**config.mk**
```make
export PLATFORM = sky130hd
export DESIGN_NAME = ddfs_freq_meter
export DESIGN_NICKNAME = d
export VERILOG_FILES = /design/src/rtl/ddfs_freq_meter.sv
export SDC_FILE = /design/constraint.sdc
export NUM_CORES = 1
export LEC_CHECK = 0
export BUFFER_PORTS_ARGS = -buffer_cell sky130_fd_sc_hd__buf_4
export CAP_MARGIN = 20
export CORE_MARGIN = 5
export CORE_UTILIZATION = 43
export CTS_CLUSTER_DIAMETER = 200
export DETAILED_ROUTE_END_ITERATION = 12
export PLACE_DENSITY = 0.71
export SYNTH_ARGS = -nofsm -noshare
export SYNTH_HDL_FRONTEND = slang
export SYNTH_SLANG_ARGS = --single-unit
```
**constraint.sdc**
```tcl
create_clock -name clk -period 2.3 [get_ports clk]
set_input_delay 0.23 -clock clk [delete_from_list [all_inputs] [get_ports clk]]
set_output_delay 0.23 -clock clk [all_outputs]
set_load 0.05 [all_outputs]
```
**src/rtl/ddfs_freq_meter.sv**
```systemverilog
// Period meter for DDFS sine output: hysteretic rising zero-crossing detector
// feeding a cycle counter that times 2**LOG2_NPER consecutive periods.
module ddfs_freq_meter #(
  parameter int NBIT_SAMPLE = 12,
  parameter int NBIT_CNT    = 24,
  parameter int LOG2_NPER   = 2,
  parameter int HYST        = 8
) (
  input  logic                              clk,
  input  logic                              rst_n,
  input  logic                              start,
  input  logic                              sample_valid,
  input  logic signed [NBIT_SAMPLE-1:0]     sample,
  output logic                              busy,
  output logic                              valid,
  output logic                              timeout,
  output logic [NBIT_CNT-1:0]               total_cnt,
  output logic [NBIT_CNT-LOG2_NPER-1:0]     period_cnt
);

  localparam int NPER = 1 << LOG2_NPER;
  localparam int XW   = LOG2_NPER + 1;
  localparam logic [NBIT_CNT-1:0]           CNT_MAX  = '1;
  localparam logic [XW-1:0]                 LAST_X   = XW'(NPER - 1);
  localparam logic signed [NBIT_SAMPLE-1:0] POS_THR  = NBIT_SAMPLE'(HYST);
  localparam logic signed [NBIT_SAMPLE-1:0] NEG_THR  = NBIT_SAMPLE'(-HYST);

  typedef enum logic [1:0] {
    IDLE    = 2'd0,
    ARM     = 2'd1,
    MEASURE = 2'd2
  } state_t;

  state_t                          state, state_nxt;
  logic [NBIT_CNT-1:0]             cnt, cnt_nxt, cnt_inc;
  logic [XW-1:0]                   xcnt, xcnt_nxt;
  logic                            neg_flag, neg_flag_nxt;
  logic                            valid_nxt, timeout_nxt;
  logic [NBIT_CNT-1:0]             total_nxt;
  logic [NBIT_CNT-LOG2_NPER-1:0]   period_nxt;
  logic                            is_neg, is_pos, rise, sat_hit;

  // Crossing detector: a rise needs a prior excursion below -HYST.
  assign is_neg = sample_valid && (sample < NEG_THR);
  assign is_pos = sample_valid && (sample >= POS_THR);
  assign rise   = neg_flag && is_pos;

  // Counter saturates at all-ones; reaching it is the timeout condition.
  assign cnt_inc = (cnt == CNT_MAX) ? CNT_MAX : cnt + NBIT_CNT'(1);
  assign sat_hit = (cnt_inc == CNT_MAX);

  assign busy = (state != IDLE);

  always_comb begin
    state_nxt    = state;
    cnt_nxt      = cnt;
    xcnt_nxt     = xcnt;
    valid_nxt    = 1'b0;
    timeout_nxt  = 1'b0;
    total_nxt    = total_cnt;
    period_nxt   = period_cnt;
    neg_flag_nxt = neg_flag;
    if (is_neg) begin
      neg_flag_nxt = 1'b1;
    end else if (rise) begin
      neg_flag_nxt = 1'b0;
    end

    case (state)
      IDLE: begin
        if (start) begin
          state_nxt    = ARM;
          cnt_nxt      = '0;
          xcnt_nxt     = '0;
          neg_flag_nxt = 1'b0;
        end
      end
      ARM: begin
        if (rise) begin
          state_nxt = MEASURE;
          cnt_nxt   = '0;
          xcnt_nxt  = '0;
        end else if (sat_hit) begin
          state_nxt   = IDLE;
          timeout_nxt = 1'b1;
          cnt_nxt     = cnt_inc;
        end else begin
          cnt_nxt = cnt_inc;
        end
      end
      MEASURE: begin
        cnt_nxt = cnt_inc;
        if (rise) begin
          xcnt_nxt = xcnt + XW'(1);
        end
        // The closing rise wins over saturation when both land on one edge.
        if (rise && (xcnt == LAST_X)) begin
          state_nxt  = IDLE;
          valid_nxt  = 1'b1;
          total_nxt  = cnt_inc;
          period_nxt = (NBIT_CNT-LOG2_NPER)'(cnt_inc >> LOG2_NPER);
        end else if (sat_hit) begin
          state_nxt   = IDLE;
          timeout_nxt = 1'b1;
        end
      end
      default: begin
        state_nxt = IDLE;
      end
    endcase
  end

  always_ff @(posedge clk or negedge rst_n) begin
    if (!rst_n) begin
      state      <= IDLE;
      cnt        <= '0;
      xcnt       <= '0;
      neg_flag   <= 1'b0;
      valid      <= 1'b0;
      timeout    <= 1'b0;
      total_cnt  <= '0;
      period_cnt <= '0;
    end else begin
      state      <= state_nxt;
      cnt        <= cnt_nxt;
      xcnt       <= xcnt_nxt;
      neg_flag   <= neg_flag_nxt;
      valid      <= valid_nxt;
      timeout    <= timeout_nxt;
      total_cnt  <= total_nxt;
      period_cnt <= period_nxt;
    end
  end

endmodule

```
==> results.md <==
- The run finished with clean final reports.
- The portion of total power attributed to the clock network is 26.7%.
- The worst hold path was traced through 2 stages.
- Walking the worst path, the cells encountered are ha_1 -> and3_1 -> nand2_4 -> or4_1 -> a22oi_1 -> and4_1 -> o221a_1.
- After synthesis, the share of flip-flops with an asynchronous set or reset is 100%.
- The worst path arrival time is 2.39 ns.
- The data required time at the worst endpoint is 2.56 ns.
- The number of placed instances, taps included, is 516.
- The worst setup path is of the reg2reg kind.
- Sequential elements use 41.8% of the synthesized area.
- In the finished design, the share of the clock period the worst path needs comes to 92.7%.
- Headroom to the max-slew limit came out at 53.7%.
- Synthesis produced a netlist whose cell count is 381.
- For hold timing, the worst endpoint is neg_flag$_DFF_PN0_.
- The largest voltage drop on the vdd net is 0.393 mV.
- In this run, synthesis inferred 0 flip-flops with an integrated enable.
- The pin count of the biggest net entering global routing is 57.
- The flip-flop and latch count after synthesis is 56.
- The post-synthesis area per instance is 8.79 µm².
- The number of global-route vias before repair is 2806.
- Once routing completed, OpenROAD measured the worst setup slack at 0.169 ns.
- The aggregate routed wire length is 8.01 mm.
- The mapped cell area is 3350 µm².
- The count of buffers inserted at the top-level ports is 61.
- In this run the power spent charging and discharging nets is 0.000856 W.
- The design draws 0.00243 W.
- After routing, the total negative slack on setup checks comes to 0 ns.
- The final setup violation count is 0.
- In this run the register-to-register setup slack is 0.17 ns.
- The area of the core is 7650 µm².
- Clock tree synthesis found a total of 56 sinks.
- The number of antenna violations at the first check in global routing was 0.
- In this run the critical register-to-register path is captured at timeout$_DFF_PN0_.
- The startpoint identified for the worst register-to-register timing path is cnt[1]$_DFFE_PN0P_.
- The commonest register cell after synthesis is dfrtp_1.
- The number of buffers on the longest clock path is 2.
- For this run, design rule violations remaining after detail routing come to 0.
- Clock skew on the completed layout was measured at 0.00415 ns.
- For the worst-skew pair, the clock arrives at the later sink with an insertion delay of 0.31 ns.
- The internal power of the cells totals 0.00157 W.
- The placement row count is 32.
- Pin placement for this block handled 65 I/O pins.
- Setup repair after global routing left no endpoint under its margin.
- The number of antenna diodes in the final layout is 0.
- The depth of the most critical reg-to-reg path is 7.
- Yosys printed 0 warnings.
- The number of library cell types mapped by synthesis is 52.
- Power spread over the standard cell area amounts to 620 nW/µm².
- Of all nets on the critical path, the largest fanout is 8.
- The global-route total usage across every layer is 16.6%.
- The post-placement worst setup slack is 0.136 ns.
- The post-CTS repair timing setup buffer count is 0.
- The final layout contains 445 nets.
- Summing all multi-input logic gate instances after layout gives 1630 µm².
- The proportion of power drawn by combinational gates is 29.6%.
- Excluding fillers, the count of instances in the completed layout stands at 525.
- The tree is rooted in a clkbuf_8.
- The path class of the tightest hold or removal check is in2reg.
- In this run the most critical hold path is launched from start.
- Once detailed placement completed, the half-perimeter wirelength came to 5.83 mm.
- Sequential cells burn 43.7% of the power.
- For this run, the slowest stage of the critical path takes 0.50 ns.
- The filler cell count in the final layout is 733.
- In this run the vertical extent of the chip is 98.3 µm.
- Counting every net in the synthesized netlist gives 404.
- The width of the die is 98.3 µm.
- The number of pins exceeding their max-slew limit in the final report is 0.
- The register cell area after layout is 1400 µm².
- Clock-pin slew was measured on the worst setup and hold paths at 0.10 ns.
- TritonCTS created 5 clock buffers.
- The fraction of power spent switching nets is 35.2%.
- The wire length of the first global-routing pass is 13.4 mm.
- The clock period minus final worst setup slack is 2.13 ns.
- The total count of hold-check failures in the final report is 0.
- TritonCTS built the clock tree.
- Relative to the synthesized area, the layout overhead comes to 17.0%.
- In the routed layout, each cell is associated on average with a via count of 5.58.
- Before antenna repair, the detailed router went through 4 iterations.
- The final estimated routing congestion in global placement is 0.936.
- The final antenna-violating net count is 0.
- The total overflow left after global routing is 0.
- Summing over every cut layer, the via total after detailed routing is 2932.
- The final routed wire length divided by cell count is 15.3 µm.
- The master of the slowest instance on the critical path is or4_1.
- The count of H-tree levels built during CTS is 2.
- At the pin with the least slew margin, the transition time is 0.694 ns.
- The max-capacitance violation count is 0.
- At the end of the flow the core is filled with cells to 51.2%.
- The critical path endpoint category is a register.
- The analysis attributes to cell leakage a power of 1.80 nW.
- The worst setup path is launched from a register.
- The iteration-0 DRC count of the detailed router is 241.
- In the final layout, the share of cells above drive strength 1 is 23.6%.
- The floorplan step defined a die boundary enclosing 9650 µm².
- Static timing analysis puts the maximum clock frequency at 469 MHz.
- The initial cell density of the core is 43.8%.
[repair_timing]
| item | in CTS | in global routing |
|---|---|---|
| hold buffers | 1 | 0 |
| gates resized for setup | 0 | 1 |
| endpoints found under the hold margin | 56 | 0 |
| endpoints found under the setup margin | 0 | 1 |
[power groups by stage]
stage | logic (W) | registers [W] | clock network [W]
final | 0.000719 | 0.00106 | 0.000649
after global routing | 0.000793 | 0.00107 | 0.000700
after CTS | 0.000722 | 0.00106 | 0.000664
after detailed placement | 0.000721 | 0.00108 | 0
after global placement | 0.000705 | 0.00108 | 0
after floorplan | 0.000483 | 0.00107 | 0
[metrics by stage]
step	area (µm²)	hold slack, ns
after floorplan	3350	-0.0656
after global placement	3800	0.326
after detailed placement	3800	0.329
after CTS	3920	0.118
after global routing	3920	0.123
final	3920	0.115
[cells by family (layout without fill, tap and decap cells)]
group	Yosys count	after routing	share of synthesized area, %
adders and majority gates	7	7	2.61
AOI/OAI and AO/OA	101	101	19.6
muxes	1	1	0.336
buffers and inverters	57	99	9.53
xor gates and xnor gates	14	14	3.66
and+or+nand+nor	145	145	22.5
DFF	56	56	41.8
[how the worst max path moves through the flow]
stage	end	slack (ns)	from	cells after the start
after CTS	state[0]$_DFFE_PN0P_	0.17	cnt[7]$_DFFE_PN0P_	6
after global routing	state[0]$_DFFE_PN0P_	0.04	cnt[2]$_DFFE_PN0P_	6
final	timeout$_DFF_PN0_	0.17	cnt[1]$_DFFE_PN0P_	7
after global placement	cnt[11]$_DFFE_PN0P_	0.17	sample[6]	7
after detailed placement	cnt[11]$_DFFE_PN0P_	0.14	sample[6]	7
after floorplan	cnt[7]$_DFFE_PN0P_	0.17	state[0]$_DFFE_PN0P_	8
[cells in the final DEF (no fill, tap or decap), drive strengths merged, types with 4 or more instances in the layout]
cell,synthesis,layout
xor2,4,4
nor3,7,7
nand3,20,20
and2,5,5
o21ai,27,27
a22o,4,4
a21oi,22,22
a31oi,19,19
nor2,31,31
a21o,5,5
xnor2,10,10
nand2,40,40
and4,8,8
inv,13,13
ha,7,7
clkbuf,11,5
buf,33,77
nand4,12,12
and3,7,7
dfrtp,56,56
[area by class of cell]
cell class | count | area share (%)
clock inverter | 3 | 1.09
inverter | 13 | 1.25
tap | 102 | 3.26
clock buffer | 5 | 1.76
sequential | 56 | 35.8
timing repair buffer | 78 | 15.3
multi-input combinational | 268 | 41.6
[registers in the layout, summed over array words and instances, names as in the netlist]
register,count
cnt,24
timeout,1
valid,1
state,2
neg_flag,1
xcnt,3
total_cnt,24
[critical path: cells and delay by family (launching register included)]
kind | cells | cell delay [ns]
AO/OA/AOI/OAI | 2 | 0.35
adder cells (fa/ha/maj) | 1 | 0.19
flip-flops | 1 | 0.44
AND/OR/NAND/NOR | 4 | 1.10
[metal layers]
metal / track usage, % / vias to the layer above / share of wire (%)
met5: 0 / - / 0
met4: 5.04 / 0 / 1.6
met3: 3.36 / 11 / 7.4
met2: 26.9 / 95 / 47
met1: 22.6 / 1396 / 44
li1: - / 1430 / -
[cells in the mapped netlist, types with 2 or more instances]
library cell  instances  area [µm²]
or4_4                 2        22.5
nor3_1                7        35.0
and4_1                8        70.1
o22a_1                2        17.5
or2_2                 3        18.8
nor4_1                3        18.8
ha_1                  7        87.6
a31oi_1              19         119
or3_1                 2        12.5
o31ai_1               2        15.0
nand4_1              11        68.8
nor4b_1               2        17.5
o211ai_1              3        22.5
xnor2_1              10        87.6
inv_2                 2        7.51
nor2_1               31         116
a22o_1                4        35.0
buf_4                23         173
o22ai_1               3        18.8
o21ai_0              27         135
nand2_1              39         146
xor2_1                4        35.0
and2_1                5        31.3
a21oi_1              22         110
dfrtp_1              56        1400
and3_1                6        37.5
a41oi_1               2        17.5
a21o_1                5        37.5
inv_1                11        41.3
nand2b_1              2        12.5
nand3_1              19        95.1
clkbuf_1             11        41.3
buf_2                 9        45.0
Power figures use the tool's default switching activity.
